`config.mk`:
```
export PLATFORM = sky130hd
export DESIGN_NAME = spi_frame_regs_flat
export DESIGN_NICKNAME = d
export VERILOG_FILES = /design/src/rtl/spi_frame_regs_if.sv /design/src/rtl/spi_frame_regs.sv /design/src/flat_wrapper.sv
export SDC_FILE = /design/constraint.sdc
export NUM_CORES = 1
export LEC_CHECK = 0
export ABC_AREA = 1
export CAP_MARGIN = 10
export CORE_ASPECT_RATIO = 0.8
export CORE_MARGIN = 2
export CORE_UTILIZATION = 45
export DETAILED_ROUTE_END_ITERATION = 10
export PLACE_DENSITY = 0.76
export SLEW_MARGIN = 20
export SYNTH_ARGS = -nofsm -noshare
export SYNTH_HDL_FRONTEND = slang
export SYNTH_SLANG_ARGS = --single-unit
export TNS_END_PERCENT = 30
```
`constraint.sdc`:
```
create_clock -name clk -period 5.4 [get_ports clk]
set_clock_uncertainty 0.15 [all_clocks]
set_input_delay 1.62 -clock clk [delete_from_list [all_inputs] [get_ports clk]]
set_output_delay 1.62 -clock clk [all_outputs]
set_load 0.03 [all_outputs]
```
`src/rtl/spi_frame_regs_if.sv`:
```
// SPI pin bundle between a single SPI master and the register-frame slave.
// Signal names follow the board pin names.
interface spi_frame_regs_if;
   logic SCK;
   logic SSEL;
   logic MOSI;
   logic MISO;

   modport master (output SCK, output SSEL, output MOSI, input MISO);
   modport slave  (input SCK, input SSEL, input MOSI, output MISO);
endinterface

```
`src/rtl/spi_frame_regs.sv`:
```
// SPI-slave register-frame engine: NW little-endian words per SSEL assertion,
// read data snapshotted at frame start, write data committed only on a clean frame.
module spi_frame_regs #(
   parameter int NW  = 5,
   parameter int BW  = 4,
   parameter int CHK = 1
) (
   input  logic                clk,
   input  logic                reset,
   spi_frame_regs_if.slave     spi,
   input  logic [NW*BW*8-1:0]  rd_data,
   output logic [NW*BW*8-1:0]  wr_data,
   output logic                wr_strobe,
   output logic                frame_err,
   output logic [7:0]          err_cnt
);
   localparam int P  = NW * BW;
   localparam int L  = P + CHK;
   localparam int DW = P * 8;
   localparam logic [6:0] P_C   = 7'(P);
   localparam logic [6:0] L_C   = 7'(L);
   localparam logic [6:0] SAT_C = 7'(L + 1);

   typedef enum logic [1:0] {ST_IDLE, ST_SHIFT, ST_END} state_t;

   state_t        state_reg, state_next;
   logic          frame_start, shifting, in_end;

   logic [2:0]    sck_sync_reg, ssel_sync_reg;
   logic          sck_rise, sck_fall, ssel_rise, ssel_fall;

   logic [DW-1:0] snap_reg, shadow_reg, wr_data_reg;
   logic [6:0]    byte_cnt_reg, byte_cnt_next;
   logic [2:0]    bit_cnt_reg;
   logic          byte_done_reg;
   logic [7:0]    rx_byte_reg, rx_byte_next;
   logic [7:0]    rx_sum_reg, rx_chk_reg;
   logic [7:0]    tx_shift_reg, tx_sum, tx_byte_next;
   logic [7:0]    tx_table [128];
   logic          wr_strobe_reg, frame_err_reg;
   logic [7:0]    err_cnt_reg;
   logic          bit_in, byte_in, frame_ok;

   // Pin synchronisers are deliberately not reset: a reset with SSEL held low
   // must not manufacture a falling edge and restart a frame mid-stream.
   always_ff @(posedge clk) begin
      sck_sync_reg  <= {sck_sync_reg[1:0], spi.SCK};
      ssel_sync_reg <= {ssel_sync_reg[1:0], spi.SSEL};
   end

   assign sck_rise  =  sck_sync_reg[1]  & ~sck_sync_reg[2];
   assign sck_fall  = ~sck_sync_reg[1]  &  sck_sync_reg[2];
   assign ssel_rise =  ssel_sync_reg[1] & ~ssel_sync_reg[2];
   assign ssel_fall = ~ssel_sync_reg[1] &  ssel_sync_reg[2];

   always_ff @(posedge clk) begin
      if (reset) state_reg <= ST_IDLE;
      else       state_reg <= state_next;
   end

   always_comb begin
      state_next  = state_reg;
      frame_start = 1'b0;
      shifting    = 1'b0;
      in_end      = 1'b0;
      case (state_reg)
         ST_IDLE: begin
            if (ssel_fall) begin
               frame_start = 1'b1;
               state_next  = ST_SHIFT;
            end
         end
         ST_SHIFT: begin
            shifting = 1'b1;
            if (ssel_rise) state_next = ST_END;
         end
         ST_END: begin
            in_end     = 1'b1;
            state_next = ST_IDLE;
         end
         default: state_next = ST_IDLE;
      endcase
   end

   always_comb begin
      tx_sum = 8'h00;
      for (int i = 0; i < P; i++) tx_sum = tx_sum + snap_reg[i*8 +: 8];
   end

   // Transmit byte per frame position: payload, then checksum, then zero fill.
   generate
      for (genvar gi = 0; gi < 128; gi++) begin : g_tx_table
         if (gi < P) begin : g_payload
            assign tx_table[gi] = snap_reg[gi*8 +: 8];
         end else if (gi == P && CHK != 0) begin : g_chk
            assign tx_table[gi] = tx_sum;
         end else begin : g_zero
            assign tx_table[gi] = 8'h00;
         end
      end
   endgenerate

   assign rx_byte_next  = {rx_byte_reg[6:0], spi.MOSI};
   assign bit_in        = shifting & sck_rise;
   assign byte_in       = bit_in & (bit_cnt_reg == 3'd7);
   assign byte_cnt_next = (byte_cnt_reg == SAT_C) ? byte_cnt_reg : byte_cnt_reg + 7'd1;
   assign tx_byte_next  = tx_table[byte_cnt_next];
   assign frame_ok      = (byte_cnt_reg == L_C) && (bit_cnt_reg == 3'd0) &&
                          ((CHK == 0) || (rx_chk_reg == rx_sum_reg));

   always_ff @(posedge clk) begin
      if (reset) begin
         snap_reg      <= '0;
         shadow_reg    <= '0;
         wr_data_reg   <= '0;
         byte_cnt_reg  <= '0;
         bit_cnt_reg   <= '0;
         byte_done_reg <= 1'b0;
         rx_byte_reg   <= '0;
         rx_sum_reg    <= '0;
         rx_chk_reg    <= '0;
         tx_shift_reg  <= '0;
         wr_strobe_reg <= 1'b0;
         frame_err_reg <= 1'b0;
         err_cnt_reg   <= '0;
      end else begin
         wr_strobe_reg <= 1'b0;
         frame_err_reg <= 1'b0;

         if (frame_start) begin
            snap_reg      <= rd_data;
            byte_cnt_reg  <= '0;
            bit_cnt_reg   <= '0;
            byte_done_reg <= 1'b0;
            rx_sum_reg    <= '0;
            rx_chk_reg    <= '0;
            tx_shift_reg  <= rd_data[7:0];
         end

         if (bit_in) begin
            rx_byte_reg <= rx_byte_next;
            bit_cnt_reg <= bit_cnt_reg + 3'd1;
         end

         // Completed byte: payload goes to its shadow lane, checksum is kept aside.
         if (byte_in) begin
            byte_done_reg <= 1'b1;
            if (byte_cnt_reg < P_C) rx_sum_reg <= rx_sum_reg + rx_byte_next;
            if (CHK != 0 && byte_cnt_reg == P_C) rx_chk_reg <= rx_byte_next;
            for (int i = 0; i < P; i++) begin
               if (byte_cnt_reg == 7'(i)) shadow_reg[i*8 +: 8] <= rx_byte_next;
            end
         end

         if (shifting && sck_fall) begin
            if (byte_done_reg) begin
               byte_done_reg <= 1'b0;
               byte_cnt_reg  <= byte_cnt_next;
               tx_shift_reg  <= tx_byte_next;
            end else begin
               tx_shift_reg  <= {tx_shift_reg[6:0], 1'b0};
            end
         end

         if (in_end) begin
            if (frame_ok) begin
               wr_data_reg   <= shadow_reg;
               wr_strobe_reg <= 1'b1;
            end else begin
               frame_err_reg <= 1'b1;
               if (err_cnt_reg != 8'hFF) err_cnt_reg <= err_cnt_reg + 8'd1;
            end
         end
      end
   end

   assign spi.MISO  = tx_shift_reg[7];
   assign wr_data   = wr_data_reg;
   assign wr_strobe = wr_strobe_reg;
   assign frame_err = frame_err_reg;
   assign err_cnt   = err_cnt_reg;
endmodule

```
`src/flat_wrapper.sv`:
```
// flat-port wrapper written by rule: the top's interface ports become plain ports
module spi_frame_regs_flat 
#(
   parameter int NW  = 5,
   parameter int BW  = 4,
   parameter int CHK = 1
)
  (clk, reset, rd_data, wr_data, wr_strobe, frame_err, err_cnt, spi_SCK, spi_SSEL, spi_MOSI, spi_MISO);
  spi_frame_regs_if spi_i ();
  input  logic clk;
  input  logic reset;
  input  logic [NW*BW*8-1:0] rd_data;
  output logic [NW*BW*8-1:0] wr_data;
  output logic wr_strobe;
  output logic frame_err;
  output logic [7:0] err_cnt;
  input wire logic [$bits(spi_i.SCK)-1:0] spi_SCK;
  input wire logic [$bits(spi_i.SSEL)-1:0] spi_SSEL;
  input wire logic [$bits(spi_i.MOSI)-1:0] spi_MOSI;
  output wire logic [$bits(spi_i.MISO)-1:0] spi_MISO;
  assign spi_i.SCK = spi_SCK;
  assign spi_i.SSEL = spi_SSEL;
  assign spi_i.MOSI = spi_MOSI;
  assign spi_MISO = spi_i.MISO;
  spi_frame_regs #(.NW(NW), .BW(BW), .CHK(CHK)) u_core (.clk(clk), .reset(reset), .spi(spi_i), .rd_data(rd_data), .wr_data(wr_data), .wr_strobe(wr_strobe), .frame_err(frame_err), .err_cnt(err_cnt));
endmodule
```
* Yosys cells after proc, flatten, opt, wreduce, memory -nomap -nowiden
Index checks and enable logic that the tools add are counted.
Cells by class: eq/ne operators 29, add/subtract/negate cells 23, bitwise operators 13, reduce and logical (&&, ||, !) cells 32, multiplexer cells 31, $lt $le $gt $ge 2
Operators with widths (number):
- $add A8 B8 Y8 | 20
- $mux W8 | 11
- $bmux W8 S7 | 1
- $eq A7 B4 Y1 const B | 8
- $eq A7 B5 Y1 const B | 7
- $reduce_and A2 Y1 | 22
- $eq A7 B3 Y1 const B | 4
- $mux W7 | 4
- $eq A7 B2 Y1 const B | 2
- $mux W1 | 10
- $add A8 B1 Y8 const B | 1
- $eq A8 B8 Y1 | 1
- $ge A8 B8 Y1 const B | 1
- $ne A8 B8 Y1 const B | 1
- $not A7 Y8 | 1
- $add A7 B1 Y7 const B | 1
- $eq A7 B1 Y1 const B | 1
- $logic_not A7 Y1 | 1
- $lt A7 B5 Y1 const B | 1
- $and A1 B1 Y1 | 6
- $mux W3 | 2
- $not A1 Y1 | 6
- $mux W2 | 2
- $ne A2 B1 Y1 const B | 2
- 11 further kinds | 14
Word-level totals: output and inout port bits 171, logic and storage cells 165, input bits 165, bits in registers 540

* Depth between registers and ports, before layout
Gate-level depths: netlist of run 1.
word-level depth 24, depth in mapped cells 34, mapped depth without buffers 34

* Worst setup path before layout of run 1
No wires, ideal clock.
kind register -> register, start point register u_core.snap_reg[122], end point register u_core.tx_shift_reg[7], arrival 5.510 ns, required time 5.118 ns, buffers on the path 0, cell stages (with the launch flop) 35, library setup time 0.132 ns, clock period less this slack 5.793 ns, path slack -0.393 ns, cells stage by stage dfxtp_1 inv_1 fa_1 inv_1 fa_1 inv_1 fa_1 fa_1 inv_1 fa_1 inv_1 fa_1 inv_1 fa_1 fa_1 nand2_1 inv_1 nor2_1 o21bai_1 nand2_1 nand2_1 a21oi_1 inv_1 nand2_1 nand2_1 nand2_1 nand2_1 nand2_1 nand2_1 nand2_1 nand2_1 nand2_1 nand2_1 nand2_1 a21oi_1
On the way: cells in the longest elaborated chain, start to end 10
RTL lines:
- start, declared | RTL line spi_frame_regs.sv:32 | logic [DW-1:0] snap_reg, shadow_reg, wr_data_reg;
- start signal, assigned | RTL line spi_frame_regs.sv:131 | snap_reg <= rd_data;
- $add A8 B8 Y8 (5 in series) | RTL line spi_frame_regs.sv:87 | for (int i = 0; i < P; i++) tx_sum = tx_sum + snap_reg[i*8 +: 8];
- $bmux W8 S7 | RTL line spi_frame_regs.sv:107 | assign tx_byte_next = tx_table[byte_cnt_next];
- $mux W8 (not written as such) (2 in series) | RTL line spi_frame_regs.sv:107
- $mux W8 | RTL line spi_frame_regs.sv:156 | if (byte_done_reg) begin
- $mux W8 | RTL line spi_frame_regs.sv:155 | if (shifting && sck_fall) begin
- end signal, assigned | RTL line spi_frame_regs.sv:137 | tx_shift_reg <= rd_data[7:0];
- end signal, assigned | RTL line spi_frame_regs.sv:159 | tx_shift_reg <= tx_byte_next;
- end signal, assigned | RTL line spi_frame_regs.sv:161 | tx_shift_reg <= {tx_shift_reg[6:0], 1'b0};
- end, declared | RTL line spi_frame_regs.sv:38 | logic [7:0] tx_shift_reg, tx_sum, tx_byte_next;
No other way between the ends. The select of a mux whose other input is x is not followed. A chain may end at the register's enable or synchronous reset.

* Worst setup path in the final report of run 1
Ends and elaborated chain as after synthesis.

==> results by group, run 1 <==
GRT
  • GR Util met3: ~7%
  • Initial antenna violation count: 3
  • Vias in the first global route: 20.7k
  • Overflow after GRT: 0
  • Gr usage total: 25.8%
  • Met2 Usage GRT: between 30% and 40%
  • Global-route wire length before repair: around 110 mm
  • Pin count of the biggest net entering global routing: roughly 160
  • Peak-usage layer in the global routing report: met2
  • GRT met1 Usage: about 36%

Place
  • Port Buffer Count: around 340
  • Gpl congestion: 0.896
  • Pre-CTS setup slack: -0.677 ns
  • Dpl hpwl: approximately 49 mm

Clock network
  • Total CTS buffers: 52
  • Clock sinks: 540
  • Hold buffers post-CTS: 0
  • Clock buffer depth: 3
  • CTS tree: done
  • Clock Tree Root: clkbuf_16
  • Worst-skew pair later-pin latency: approximately 0.59 ns
  • H-tree depth: 2
  • Clock-pin slew on the worst setup and hold paths: about 0.06 ns

Worst setup path
  • Crit path max fanout: 2
  • CP peak stage delay: roughly 0.54 ns
  • Worst EP arrival: between 6 and 7 ns
  • CP Launch Type: register
  • Worst Path Required: roughly 5.7 ns
  • CP dominant cell by count: nand2_1
  • Crit. End Element: register
  • WS Path Type: register to register
  • Slowest cell on the critical path: fa_1

Floorplan
  • Die height: 211 microns
  • Die ar.: 55500 sq um
  • Initial Util: 45.7%
  • Core area: between 50000 and 60000 sq um
  • Die X: 263 microns
  • Io pins: between 300 and 400
  • Row count: between 70 and 80

Hold path
  • Worst hold path type: register to register

STA
  • Rel. slew slack: approximately a quarter
  • Max Freq: 162 MHz
  • RSZ-0062 raised after global routing: yes
  • Final period util: 114%
  • Max-slew violation count: 0
  • Final worst path period need: between 6 and 7 ns
  • Setup TNS: -2.74 ns
  • Setup violations, final: 6
  • PnR worst setup slack: -0.756 ns
  • Worst slew pin tran: 1.14 ns
  • Hold Vio Cnt, Final: 0

Finish
  • Number of fill cells: roughly 4.7k
  • Most frequent cells in the layout: nor2_1 (551), dfxtp_1 (538), o21ai_0 (508)
  • Commonest non-fill, non-tap cell in the layout: nor2_1
  • Nets: between 3k and 4k
  • Ratio of cells with drive above 1 in the final layout: 7.60%
  • Growth of design area from synthesis to finish: 26.5%

Route
  • DR vias/cell: roughly 5.3
  • Final wirelength: between 70 and 80 mm
  • DRC viols: 0
  • Wire length per cell: between 15 and 20 microns
  • 1st-pass router iterations: 6
  • Remaining antenna violation count: 0
  • Vias post-DR: approximately 22k
  • Drt initial violations: approximately 1.8k

Power
  • Power per cell area: 417 nW/um^2
  • Worst VDD drop: ~0.61 mV
  • Leak: around 13 nW
  • Pwr Total: 12.7 mW

Synthesis
  • Seq/Total Area, Yosys: 44.8%
  • Top_reg_cell synth: dfxtp_1
  • Yosys reg bits: between 500 and 600
  • Post-Syn Nets: ~3.3k
  • Yosys cell types: 44
  • Syn avg cell area: between 7 and 8 sq um
  • Synth top area share: 44.8%
  • Post-synthesis cell count: just over 3k
  • Async SR Flop Fraction: 0%
  • Synth area leader: dfxtp_1
  • Synth Warn #: 0
  • Top post-synthesis cells by area: dfxtp_1 (45%), o21ai_0 (11%), fa_1 (9.2%)
  • Post-Synthesis Cell Area: roughly 24000 sq um
  • EDFF count, synth: 0

Run status
  • Status: finished with violations
  • Failing checks: setup timing

Run
  • Max cap viols: 0
timing repair:
item	4_1_cts	5_1_grt
pin swaps	1	1
gates resized for setup	6	7
endpoints found under the setup margin	6	6
buffers inserted	0	0
worst paths after layout:
path	from	endpoint	slack, ns	depth (start not counted)
worst max-delay path	u_core.snap_reg[122]	u_core.tx_shift_reg[7]	-0.76	34
worst min-delay path	u_core.ssel_sync_reg[0]	u_core.ssel_sync_reg[1]	0.18	0
worst max register to register	u_core.snap_reg[122]	u_core.tx_shift_reg[7]	-0.76	34
worst min register to register	u_core.ssel_sync_reg[0]	u_core.ssel_sync_reg[1]	0.18	0
cell type report:
| type | count | area (sq um) | share of cell area, % |
|---|---|---|---|
| Sequential cell | 540 | 10800 | 35.4 |
| Timing Repair Buffer | 475 | 4450 | 14.6 |
| Multi-Input combinational cell | 1993 | 11500 | 37.6 |
| Clock inverter | 18 | 250 | 0.820 |
| Inverter | 308 | 1170 | 3.83 |
| Clock buffer | 75 | 1500 | 4.91 |
| Antenna cell | 2 | 5.00 | 0.0164 |
| Tap cell | 693 | 867 | 2.84 |
cells in the mapped netlist, types with 3 or more instances:
cell        n
o211ai_1   41
a21oi_1   302
nand3b_1    3
nand3_1    55
o21ai_0   509
nor2_1    556
o21ai_1     9
clkbuf_1  161
buf_2      34
nor4_1      3
fa_1      111
xor2_1     15
a211oi_1   41
ha_1       33
dfxtp_1   540
nor3_2      7
xnor2_1    17
o22ai_1    12
nand4_1     4
nor3_1     13
a31oi_1     4
inv_1     302
nand2_1   237
clkinv_1    4
per-stage QoR:
| step | hold slack (ns) | util [%] | cells | cell area (sq um) |
|---|---|---|---|---|
| after floorplan | 0.160 | - | 3038 | 24100 |
| after global placement | 0.161 | 54.4 | 4009 | 28700 |
| after detailed placement | 0.164 | 54.4 | 4009 | 28700 |
| after CTS | 0.184 | 57.8 | 4102 | 30500 |
| after global routing | 0.195 | 57.8 | 4103 | 30500 |
| final | 0.179 | 57.8 | 4104 | 30500 |
worst max-delay path, delay by kind of cell (launching register included):
kind,cells,cell delay (ns)
buffers and inverters,8,0.39
adder cells (fa/ha/maj),8,3.88
flip-flops,1,0.32
AND/OR/NAND/NOR,15,0.95
AO/OA/AOI/OAI,3,0.30
metal layers:
layer	vias up	wire, microns
li1	10575	-
met1	10162	33300
met2	708	31500
met3	124	5980
met4	2	2040
met5	-	31
kinds of logic after synthesis:
logic type	after synthesis	synth area share [%]
AO/OA/AOI/OAI	930	20.4
adder cells (fa/ha/maj)	144	10.9
buffers and inverters	505	8.05
flip-flops	540	44.8
XOR/XNOR	32	1.16
AND/OR/NAND/NOR	887	14.6
power by group:
group / internal (mW) / switching (mW)
clock: 2.17 / 1.58
sequential: 4.08 / 0.0657
combinational: 2.26 / 2.56
total: 8.51 / 4.21
No activity file was read; power rests on OpenSTA's default activity.
==> inputs of run 2 (changes only) <==
- ABC_CLOCK_PERIOD_IN_PS: unset -> 5400
- CAP_MARGIN: 10 -> unset
==> results of run 2 <==
Final layout, timing and power as in run 1 (identical DEF).
==> inputs of run 3 (changes only) <==
- SKIP_LAST_GASP: unset -> 1
==> results by group, run 3 (synthesized netlist as in run 1, its figures left out) <==
STA
  • Setup violations, final: 6
  • Rel. slew slack: roughly 24%
  • Worst slew pin tran: 1.14 ns
  • Final worst path period need: a little over 6 ns
  • PnR worst setup slack: -0.815 ns
  • Final period util: 115%
  • Hold Vio Cnt, Final: 0
  • Max-slew violation count: 0
  • Setup TNS: -3.43 ns
  • RSZ-0062 raised after global routing: yes
  • Max Freq: approximately 160 MHz

Place
  • Dpl cells: between 4k and 5k
  • Dpl hpwl: approximately 49 mm
  • Pre-CTS setup slack: -0.677 ns
  • Port Buffer Count: about 340
  • Gpl congestion: between 0.8 and 0.9

Clock network
  • H-tree depth: 2
  • Total CTS buffers: 52
  • Clock sinks: 540
  • Clock-pin slew on the worst setup and hold paths: 0.06 ns
  • Worst-skew pair later-pin latency: roughly 0.60 ns
  • Post-CTS setup buffer count: 0
  • CTS tree: done
  • Hold buffers post-CTS: 0
  • Clock Tree Root: clkbuf_16
  • Clock buffer depth: 3

Power
  • Sequential power share: approximately a third
  • Pwr Total: 12.5 mW
  • Comb power frac: a little over a third
  • P_int: 8.39 mW
  • Leak: about 13 nW
  • P_sw: 4.07 mW
  • Clock Power Share: between 30% and 40%
  • Switch share: roughly 33%
  • Worst VDD drop: 0.566 mV
  • Power per cell area: between 400 and 500 nW/um^2

Finish
  • Most frequent cells in the layout: nor2_1 (551), dfxtp_1 (540), o21ai_0 (509)
  • Ratio of cells with drive above 1 in the final layout: under 10%
  • Commonest non-fill, non-tap cell in the layout: nor2_1
  • Nets: 3679
  • Number of fill cells: 4701
  • Util after Layout: between 50% and 60%
  • Growth of design area from synthesis to finish: 26.3%
  • Fin cells: around 4.1k

Route
  • Drt initial violations: 1923
  • Remaining antenna violation count: 0
  • DR vias/cell: 5.25
  • Vias post-DR: approximately 22k
  • Final wirelength: just over 70 mm
  • DRC viols: 0
  • 1st-pass router iterations: 5
  • Wire length per cell: ~18 microns

Floorplan
  • Initial Util: between 40% and 50%
  • Die X: 263 microns
  • Die ar.: 55500 sq um
  • Row count: 75
  • Core area: 52700 sq um
  • Die height: around 210 microns
  • Io pins: between 300 and 400

Worst setup path
  • Crit path max fanout: 4
  • Delay-heaviest family, CP: adder cells
  • Worst EP arrival: between 6 and 7 ns
  • Setup slack, reg-to-reg: -0.82 ns
  • CP bufs+invs: 6
  • WS Path Type: register to register
  • Slowest cell on the critical path: fa_1
  • CP dominant cell by count: nand2_1
  • CP peak stage delay: ~0.60 ns
  • R2r worst-path depth: 32
  • CP Launch Type: register
  • Reg-to-Reg End: u_core.tx_shift_reg[7]
  • Worst Path Required: roughly 5.7 ns
  • Worst r2r src: u_core.snap_reg[99]
  • Crit. End Element: register

GRT
  • Gr usage total: approximately 26%
  • Global-route wire length before repair: around 110 mm
  • Pin count of the biggest net entering global routing: approximately 160
  • Initial antenna violation count: 3
  • Overflow after GRT: 0
  • Vias in the first global route: approximately 21k

Run status
  • Failing checks: setup timing
  • Status: finished with violations

Hold path
  • Worst hold path type: register to register
  • Hold Path Depth: 0
  • Hold EP: u_core.ssel_sync_reg[1]
  • Hold Path Origin: u_core.ssel_sync_reg[0]

Run
  • Max cap viols: 0
==> run 3: what timing repair did <==
item,4_1_cts,5_1_grt
resized for setup,0,0
hold endpoints to repair,0,0
endpoints found under the setup margin,6,6
==> run 3: worst max-delay path by stage <==
| stage | from | end | slack, ns | cells after the start |
|---|---|---|---|---|
| floorplan | u_core.snap_reg[122] | u_core.tx_shift_reg[7] | -0.34 | 34 |
| global placement | u_core.snap_reg[122] | u_core.tx_shift_reg[7] | -0.63 | 34 |
| detailed placement | u_core.snap_reg[122] | u_core.tx_shift_reg[7] | -0.68 | 34 |
| CTS | u_core.snap_reg[122] | u_core.tx_shift_reg[7] | -0.73 | 34 |
| global route | u_core.snap_reg[122] | u_core.tx_shift_reg[7] | -1.16 | 34 |
| finish | u_core.snap_reg[99] | u_core.tx_shift_reg[7] | -0.82 | 32 |
==> run 3: final cells by class <==
class | count | area, sq um | share of cell area [%]
tap | 693 | 867 | 2.85
inverter | 308 | 1170 | 3.84
sequential | 540 | 10800 | 35.5
clock inverter | 18 | 250 | 0.821
clock buffer | 75 | 1500 | 4.92
multi-input combinational | 1993 | 11400 | 37.5
antenna | 2 | 5.00 | 0.0164
timing repair buffer | 475 | 4450 | 14.6
==> run 3: worst register-to-register path: cells and delay by family, from the launching register on <==
family,cells,cell delay [ns]
adders and majority gates,8,3.95
and+or+nand+nor,15,1.00
DFF,1,0.33
buffers and inverters,6,0.32
AOI/OAI and AO/OA,3,0.30
==> run 3: per-layer routing <==
| layer | track usage (%) | vias to the layer above | part of all wire, % |
|---|---|---|---|
| met5 | 0 | - | 0.043 |
| met4 | 8.33 | 2 | 2.8 |
| met3 | 6.77 | 126 | 8.3 |
| met2 | 39.1 | 720 | 43 |
| met1 | 35.8 | 10144 | 46 |
| li1 | - | 10568 | - |
==> run 3: per-stage QoR <==
stage / hold WS (ns) / cell area (sq um)
2_1_floorplan: 0.160 / 24100
3_3_place_gp: 0.161 / 28700
3_5_place_dp: 0.164 / 28700
4_1_cts: 0.184 / 30400
5_1_grt: 0.195 / 30500
6_report: 0.177 / 30500
==> run 3: power by group through the flow <==
stage	clock [mW]	combinational, mW	sequential (mW)
finish	3.76	4.55	4.14
global route	3.96	5.19	4.15
CTS	3.82	4.48	4.14
detailed placement	0	4.43	4.23
global placement	0	4.27	4.23
floorplan	0	2.80	4.22
